===== src/rtl/ma_pkg.sv =====
// Shared FSM encoding and default sizing for the multi-channel moving-average scheduler.
package ma_pkg;
    localparam int DEF_NUM_CH   = 4;
    localparam int DEF_DATA_W   = 8;
    localparam int DEF_WIN_LOG2 = 2;

    typedef enum logic [2:0] {
        IDLE   = 3'd0,
        ARB    = 3'd1,
        READ   = 3'd2,
        UPDATE = 3'd3,
        OUT    = 3'd4,
        CLEAR  = 3'd5
    } state_e;

    // A full window of 2**win_log2 samples of data_w bits fits in this many bits.
    function automatic int sum_width(input int data_w, input int win_log2);
        return data_w + win_log2;
    endfunction
endpackage


===== src/rtl/ma_channel_scheduler_rr_arbiter.sv =====
// Combinational round-robin arbiter: first requester at or after the pointer wins.
module rr_arbiter #(
    parameter  int NUM_CH = 4,
    localparam int CH_W   = $clog2(NUM_CH)
) (
    input  logic [NUM_CH-1:0] i_req,
    input  logic [CH_W-1:0]   i_ptr,
    output logic [NUM_CH-1:0] o_grant,
    output logic [CH_W-1:0]   o_idx,
    output logic              o_any
);
    int              w_cand;
    logic [CH_W-1:0] w_c;

    // Scan from the farthest offset to the nearest so the closest requester overwrites the rest.
    always_comb begin
        o_idx  = '0;
        w_cand = 0;
        w_c    = '0;
        for (int k = NUM_CH - 1; k >= 0; k--) begin
            w_cand = int'(i_ptr) + k;
            w_cand = (w_cand >= NUM_CH) ? (w_cand - NUM_CH) : w_cand;
            w_c    = CH_W'(w_cand);
            o_idx  = i_req[w_c] ? w_c : o_idx;
        end
        o_any   = |i_req;
        o_grant = o_any ? (NUM_CH'(1) << o_idx) : '0;
    end
endmodule


===== src/rtl/ma_channel_scheduler.sv =====
// Time-shared moving-average engine: one datapath, per-channel history/sum/pointer/fill state.
module ma_channel_scheduler
    import ma_pkg::*;
#(
    parameter  int NUM_CH   = DEF_NUM_CH,
    parameter  int DATA_W   = DEF_DATA_W,
    parameter  int WIN_LOG2 = DEF_WIN_LOG2,
    localparam int CH_W     = $clog2(NUM_CH),
    localparam int WIN      = 1 << WIN_LOG2,
    localparam int SUM_W    = sum_width(DATA_W, WIN_LOG2),
    localparam int CNT_W    = WIN_LOG2 + 1,
    localparam int ADDR_W   = CH_W + WIN_LOG2,
    localparam int DEPTH    = NUM_CH * WIN
) (
    input  logic                     clk,
    input  logic                     rst,
    input  logic [NUM_CH-1:0]        req_valid,
    input  logic [NUM_CH*DATA_W-1:0] req_data,
    output logic [NUM_CH-1:0]        req_ready,
    input  logic                     clr_valid,
    input  logic [CH_W-1:0]          clr_ch,
    output logic                     clr_ready,
    output logic                     avg_valid,
    input  logic                     avg_ready,
    output logic [DATA_W-1:0]        avg_data,
    output logic [CH_W-1:0]          avg_ch,
    output logic                     avg_warm
);
    state_e              r_state;
    state_e              w_next_state;

    logic [CH_W-1:0]     r_rr_ptr;
    logic [CH_W-1:0]     r_ch;
    logic [DATA_W-1:0]   r_new;
    logic [DATA_W-1:0]   r_old;
    logic [SUM_W-1:0]    r_sum  [NUM_CH];
    logic [WIN_LOG2-1:0] r_ptr  [NUM_CH];
    logic [CNT_W-1:0]    r_cnt  [NUM_CH];
    logic [DATA_W-1:0]   r_hist [DEPTH];

    logic [CH_W-1:0]     r_clr_ch;
    logic [WIN_LOG2-1:0] r_clr_idx;
    logic                r_clr_bad;

    logic [NUM_CH-1:0]   r_req_ready;
    logic                r_clr_ready;
    logic                r_avg_valid;
    logic [DATA_W-1:0]   r_avg_data;
    logic [CH_W-1:0]     r_avg_ch;
    logic                r_avg_warm;

    logic [NUM_CH-1:0]   w_grant;
    logic [CH_W-1:0]     w_gidx;
    logic                w_any;
    logic [CH_W-1:0]     w_rr_next;
    logic [ADDR_W-1:0]   w_rd_addr;
    logic                w_we;
    logic [ADDR_W-1:0]   w_waddr;
    logic [DATA_W-1:0]   w_wdata;
    logic [SUM_W-1:0]    w_sum_new;
    logic [CNT_W-1:0]    w_cnt_new;
    logic                w_clr_bad_in;
    logic                w_clr_last;
    logic [NUM_CH-1:0]   w_req_ready_d;
    logic                w_clr_ready_d;

    rr_arbiter #(
        .NUM_CH (NUM_CH)
    ) u_arb (
        .i_req   (req_valid),
        .i_ptr   (r_rr_ptr),
        .o_grant (w_grant),
        .o_idx   (w_gidx),
        .o_any   (w_any)
    );

    assign w_rr_next    = (r_ch == CH_W'(NUM_CH - 1)) ? '0 : (r_ch + CH_W'(1));
    assign w_rd_addr    = {r_ch, r_ptr[r_ch]};
    assign w_sum_new    = r_sum[r_ch] - {{WIN_LOG2{1'b0}}, r_old} + {{WIN_LOG2{1'b0}}, r_new};
    assign w_cnt_new    = (r_cnt[r_ch] == CNT_W'(WIN)) ? r_cnt[r_ch] : (r_cnt[r_ch] + CNT_W'(1));
    assign w_clr_bad_in = ({1'b0, clr_ch} >= (CH_W + 1)'(NUM_CH));
    assign w_clr_last   = r_clr_bad || (r_clr_idx == WIN_LOG2'(WIN - 1));

    // State register.
    always_ff @(posedge clk or posedge rst) begin
        if (rst) begin
            r_state <= IDLE;
        end else begin
            r_state <= w_next_state;
        end
    end

    // Next-state logic; a pending flush always beats a pending sample in IDLE.
    always_comb begin
        w_next_state = r_state;
        case (r_state)
            IDLE: begin
                if (clr_valid) begin
                    w_next_state = CLEAR;
                end else if (w_any) begin
                    w_next_state = ARB;
                end else begin
                    w_next_state = IDLE;
                end
            end
            ARB:     w_next_state = READ;
            READ:    w_next_state = UPDATE;
            UPDATE:  w_next_state = OUT;
            OUT:     w_next_state = avg_ready ? IDLE : OUT;
            CLEAR:   w_next_state = w_clr_last ? IDLE : CLEAR;
            default: w_next_state = IDLE;
        endcase
    end

    // Output decode: next values of the registered strobes, so they land in ARB / last CLEAR cycle.
    always_comb begin
        w_req_ready_d = '0;
        w_clr_ready_d = 1'b0;
        case (r_state)
            IDLE: begin
                w_req_ready_d = (w_next_state == ARB) ? w_grant : '0;
                w_clr_ready_d = clr_valid && w_clr_bad_in;
            end
            CLEAR: begin
                w_req_ready_d = '0;
                w_clr_ready_d = !r_clr_bad && (r_clr_idx == WIN_LOG2'(WIN - 2));
            end
            default: begin
                w_req_ready_d = '0;
                w_clr_ready_d = 1'b0;
            end
        endcase
    end

    // Registered handshake and result outputs.
    always_ff @(posedge clk or posedge rst) begin
        if (rst) begin
            r_req_ready <= '0;
            r_clr_ready <= 1'b0;
            r_avg_valid <= 1'b0;
            r_avg_data  <= '0;
            r_avg_ch    <= '0;
            r_avg_warm  <= 1'b0;
        end else begin
            r_req_ready <= w_req_ready_d;
            r_clr_ready <= w_clr_ready_d;
            if (r_state == UPDATE) begin
                r_avg_valid <= 1'b1;
                r_avg_data  <= w_sum_new[SUM_W-1:WIN_LOG2];
                r_avg_ch    <= r_ch;
                r_avg_warm  <= (w_cnt_new == CNT_W'(WIN));
            end else if ((r_state == OUT) && avg_ready) begin
                r_avg_valid <= 1'b0;
                r_avg_data  <= '0;
                r_avg_ch    <= '0;
                r_avg_warm  <= 1'b0;
            end
        end
    end

    // Sample/flush bookkeeping: grant capture, data latch, oldest-sample read, flush walk.
    always_ff @(posedge clk or posedge rst) begin
        if (rst) begin
            r_rr_ptr  <= '0;
            r_ch      <= '0;
            r_new     <= '0;
            r_old     <= '0;
            r_clr_ch  <= '0;
            r_clr_idx <= '0;
            r_clr_bad <= 1'b0;
        end else begin
            case (r_state)
                IDLE: begin
                    if (w_next_state == CLEAR) begin
                        r_clr_ch  <= clr_ch;
                        r_clr_bad <= w_clr_bad_in;
                        r_clr_idx <= '0;
                    end else if (w_next_state == ARB) begin
                        r_ch <= w_gidx;
                    end
                end
                ARB: begin
                    r_new    <= req_data[r_ch*DATA_W +: DATA_W];
                    r_rr_ptr <= w_rr_next;
                end
                READ:  r_old     <= r_hist[w_rd_addr];
                CLEAR: r_clr_idx <= r_clr_idx + WIN_LOG2'(1);
                default: begin
                end
            endcase
        end
    end

    // Single write port shared between the sample update and the flush walk.
    always_comb begin
        w_we    = 1'b0;
        w_waddr = '0;
        w_wdata = '0;
        case (r_state)
            UPDATE: begin
                w_we    = 1'b1;
                w_waddr = w_rd_addr;
                w_wdata = r_new;
            end
            CLEAR: begin
                w_we    = !r_clr_bad;
                w_waddr = {r_clr_ch, r_clr_idx};
                w_wdata = '0;
            end
            default: begin
                w_we    = 1'b0;
                w_waddr = '0;
                w_wdata = '0;
            end
        endcase
    end

    // History storage.
    always_ff @(posedge clk or posedge rst) begin
        if (rst) begin
            for (int i = 0; i < DEPTH; i++) begin
                r_hist[i] <= '0;
            end
        end else if (w_we) begin
            r_hist[w_waddr] <= w_wdata;
        end
    end

    // Per-channel running sum, write pointer and fill count.
    always_ff @(posedge clk or posedge rst) begin
        if (rst) begin
            for (int i = 0; i < NUM_CH; i++) begin
                r_sum[i] <= '0;
                r_ptr[i] <= '0;
                r_cnt[i] <= '0;
            end
        end else if (r_state == UPDATE) begin
            r_sum[r_ch] <= w_sum_new;
            r_ptr[r_ch] <= r_ptr[r_ch] + WIN_LOG2'(1);
            r_cnt[r_ch] <= w_cnt_new;
        end else if ((r_state == CLEAR) && !r_clr_bad && w_clr_last) begin
            r_sum[r_clr_ch] <= '0;
            r_ptr[r_clr_ch] <= '0;
            r_cnt[r_clr_ch] <= '0;
        end
    end

    assign req_ready = r_req_ready;
    assign clr_ready = r_clr_ready;
    assign avg_valid = r_avg_valid;
    assign avg_data  = r_avg_data;
    assign avg_ch    = r_avg_ch;
    assign avg_warm  = r_avg_warm;
endmodule


===== config.mk =====
export PLATFORM = sky130hd
export DESIGN_NAME = ma_channel_scheduler
export DESIGN_NICKNAME = d
export VERILOG_FILES = /design/src/rtl/ma_pkg.sv /design/src/rtl/ma_channel_scheduler_rr_arbiter.sv /design/src/rtl/ma_channel_scheduler.sv
export SDC_FILE = /design/constraint.sdc
export NUM_CORES = 1
export LEC_CHECK = 0
export BUFFER_PORTS_ARGS = -buffer_cell sky130_fd_sc_hd__clkbuf_2
export CORE_MARGIN = 2
export CORE_UTILIZATION = 35
export CTS_BUF_LIST = sky130_fd_sc_hd__clkbuf_16
export CTS_CLUSTER_SIZE = 40
export DETAILED_ROUTE_END_ITERATION = 8
export PLACE_DENSITY = 0.56
export RECOVER_POWER = 100
export SKIP_LAST_GASP = 1
export SLEW_MARGIN = 15
export SYNTH_ARGS = -nofsm -noshare
export SYNTH_HDL_FRONTEND = slang
export SYNTH_HIERARCHICAL = 1
export SYNTH_SLANG_ARGS = --single-unit
export TNS_END_PERCENT = 100

===== constraint.sdc =====
create_clock -name clk -period 18.1 [get_ports clk]
set_input_delay 3.62 -clock clk [delete_from_list [all_inputs] [get_ports clk]]
set_output_delay 3.62 -clock clk [all_outputs]
set_load 0.03 [all_outputs]

==> qor.csv <==
metric,value,unit
outcome,"complete, but fails checks",
failed_checks,"capacitance limit, slew limit",
crit_path_top_delay_cell,clkinvlp_2,
drt_drc_violations_left,0,
placeableCoreArea,0.0326,sq mm
critPathRequiredTime,18070,ps
antenna_cell_count,0,
layout.area.seq,0.00581,sq mm
grt_pass1_vias,8273,
placer_s_final_routability_congestion_estimate,0.820,
cts-root-to-sink-buffers,3,
worst-slew-pin-transition,5720,ps
cts-resized-gates,0,
global_route.usage.total,18.3,%
cts.repair_timing.setup_buffer_count,0,
cts.root.buffer_cell,clkbuf_16,
drt_iter0_drc,490,
grt_pass1_wl,49.0,mm
postRouteWirelength,30.8,mm
postPlaceCellArea,0.0123,sq mm
grt_setup_unrepaired,no,
number_of_enable_flip_flop_cells_after_synthesis,0,
synthSimpleGateAreaFrac,10.4,%
critPathLaunchType,primary input,
critical-path-top-delay-family,buffers and inverters,
synth_ff_type,dfrtp_1,
tritoncts.num_buffers,27,
routed_wire_length_per_instance,20.3,um
cts_tree,done,
avgSynthCellArea,11.5,sq um
dpl.hpwl,20.8,mm
rr_startpoint,r_ch[0],
final_period_minus_worst_setup_slack,9320,ps
initial_core_utilization,35.7,%
antenna_found_initial,0,
synth.net_count,1078,
syn_area,0.0116,sq mm
io-pin-count,59,
timing.critical_path.cells,clkbuf_2 -> clkinvlp_2 -> clkbuf_1,
buffer_ports.inserted,58,
count_of_fill_cells_added_during_filler_insertion,3177,
finClkSkew,12.1,ps
std_cell_rows,66,
synth_seq_cells,232,
ir_worst_vdd,122,uV
numClockSinks,232,
synth_adder_area_share,3.31,%
cts-hold-fix-buffers,0,
post-route-worst-setup-slack,8780,ps
die_w,186,um
synth_seq_area_share,49.9,%
clock_network_latency_to_the_later_pin_of_the_worst_skew_pair,540,ps
grt.overflow.total,0,
min-delay-path-class,register to register,
cts_htree_levels,1,
final-max-slew-violation-count,333,
area.growth.synth_to_final,11.7,%
critPathKind,primary input to asynchronous set/reset pin,
setup_viol,0,
leakage,6.01,nW
final_nets,1121,
die_height,186,um
firstDrtPassIters,5,
detailroute.via_count,8056,
hold_path.startpoint,r_hist[40],
multi_input_area,0.00527,sq mm
tns,0,ps
synth_mux_area_share,18.8,%
r2r-end,r_hist[122],
synth_async_sr_flop_share,100,%
hold_ws,474,ps
clock_transition_at_the_registers_of_the_reported_paths,50,ps
worstPathBufferInverterCount,3,
worstPathMaxFanout,126,
max_freq,0.107,GHz
yosys.cell_types.count,69,
final_design_area_no_fill,0.0130,sq mm
totalPowerFinal,2.50,mW
die_area,0.0347,sq mm
yosys.area_share.xor_xnor,0.753,%
crit_path_max_cell_delay,3030,ps
final.period_utilization,51.5,%
postSynthCellCount,1010,
r2r_slack,11460,ps
hold-path-endpoint,r_hist[40],
yosysWarnings,6,
finalHoldViolations,0,
dp_slack,12880,ps
endpoint_kind,asynchronous set/reset pin,
pwr_density_cell,192,mW/mm^2
drive_above_1_share,21.4,%
synth-compound-area-share,13.0,%
timing.max_cap.violations,6,
worst-endpoint-arrival,9280,ps
largest_family_of_logic_cells_by_synthesized_area,multiplexers,
drt.antenna.violating_nets,0,
timing.hold.worst_path_depth,2,
max-slew-margin-rel,-281,%
grt_start_max_net_pins,127,
reg2regPathDepth,8,
avgViaCountPerCell,5.32,
-- cells by family (layout without fill, tap and decap cells) --
group | after synthesis | after routing
buffers and inverters | 103 | 166
XOR/XNOR | 10 | 10
AND/OR/NAND/NOR | 246 | 246
AO/OA/AOI/OAI | 222 | 222
multiplexers | 171 | 171
flip-flops | 232 | 232
adder cells (fa/ha/maj) | 26 | 26
-- cells in the final DEF (no fill, tap or decap), types with 6 or more instances in the layout --
cell | Yosys | layout
a211oi_1 | 14 | 14
a21oi_1 | 35 | 35
a22o_1 | 45 | 45
a22oi_1 | 7 | 7
and2_0 | 0 | 7
and2_1 | 15 | 8
buf_4 | 2 | 6
clkbuf_1 | 25 | 28
clkbuf_16 | 0 | 27
clkbuf_2 | 0 | 38
clkinv_1 | 1 | 8
dfrtp_1 | 232 | 230
fa_1 | 8 | 8
ha_1 | 18 | 18
inv_1 | 44 | 48
mux2_2 | 110 | 110
mux2i_1 | 31 | 31
mux4_2 | 26 | 26
nand2_1 | 113 | 114
nand2b_1 | 7 | 8
nand3_1 | 11 | 11
nor2_1 | 50 | 61
o21ai_0 | 65 | 64
o221ai_1 | 9 | 9
o22ai_1 | 11 | 11
or3_1 | 7 | 7
xnor2_1 | 8 | 8
-- power by group --
group | switching (mW) | internal [mW] | total, mW
logic | 0.752 | 0.471 | 1.22
registers | 0.0989 | 0.645 | 0.744
clock network | 0.218 | 0.313 | 0.531
-- Yosys cell counts, types with 5 or more instances --
library cell	number	share of area, %
a22o_1	45	3.4
clkbuf_1	25	0.81
o221ai_1	9	0.68
a311oi_1	5	0.38
xnor2_1	8	0.60
inv_1	44	1.4
dfrtp_1	232	50
nand3_1	11	0.47
nor2_1	50	1.6
nand2_1	113	3.6
mux2i_1	31	2.7
and2_1	15	0.81
ha_1	18	1.9
nor2_2	6	0.32
a21oi_1	35	1.5
or3_1	7	0.38
a22oi_1	7	0.45
o22ai_1	11	0.59
o21ai_0	65	2.8
a211oi_1	14	0.90
mux2_2	110	11
fa_1	8	1.4
buf_2	15	0.65
nand2b_1	7	0.38
mux4_2	26	5.0
nor2b_1	5	0.27
nor3_1	5	0.22
buf_1	12	0.39
-- worst reg2reg max path, cell delays in order (launching register included) --
cell      delay, ps
dfrtp_2         340
clkbuf_1       2540
mux4_2          750
clkbuf_1        760
or2_0           700
nand2_2         140
nand2_1         110
nor2_1          760
mux2_2          420
-- stage by stage --
| stage | util (%) | std cells |
|---|---|---|
| 2_1_floorplan | - | 1010 |
| 3_3_place_gp | 37.8 | 1466 |
| 3_5_place_dp | 37.8 | 1466 |
| 4_1_cts | 40.4 | 1515 |
| 5_1_grt | 39.8 | 1515 |
| 6_report | 39.8 | 1515 |
-- registers in the layout (all words and copies together), names as in the netlist, 2 cells and up --
signal     flops
r_ptr          8
avg_data       8
r_cnt         12
r_old          8
r_clr_ch       2
r_new          8
r_sum         40
r_ch           2
r_state        3
req_ready      4
r_clr_idx      2
avg_ch         2
r_rr_ptr       2
r_hist       128
-- layer usage --
layer	wire length, um	global-route usage [%]	vias up
li1	-	-	3716
met1	14400	25.9	4118
met2	14500	30.3	182
met3	1270	2.30	40
met4	564	3.81	0
met5	0	0	-
-- final cells by class --
class / instances / area share [%]
Inverter: 45 / 1.31
Clock inverter: 22 / 1.39
Sequential cell: 232 / 44.7
Clock buffer: 27 / 5.20
Multi-Input combinational cell: 675 / 40.5
Timing Repair Buffer: 72 / 2.62
Tap cell: 442 / 4.26
-- how the worst max path moves through the flow --
stage	depth (start not counted)	slack (ps)	end	startpoint
6_report	3	8780	r_hist[81]	rst
4_1_cts	1	13340	avg_data[6]	avg_data[6]
3_3_place_gp	3	12870	r_hist[66]	rst
5_1_grt	3	7440	r_hist[81]	rst
3_5_place_dp	3	12880	r_hist[2]	rst
2_1_floorplan	1	8120	avg_ch[0]	rst
(Power assumes the default switching activity.)
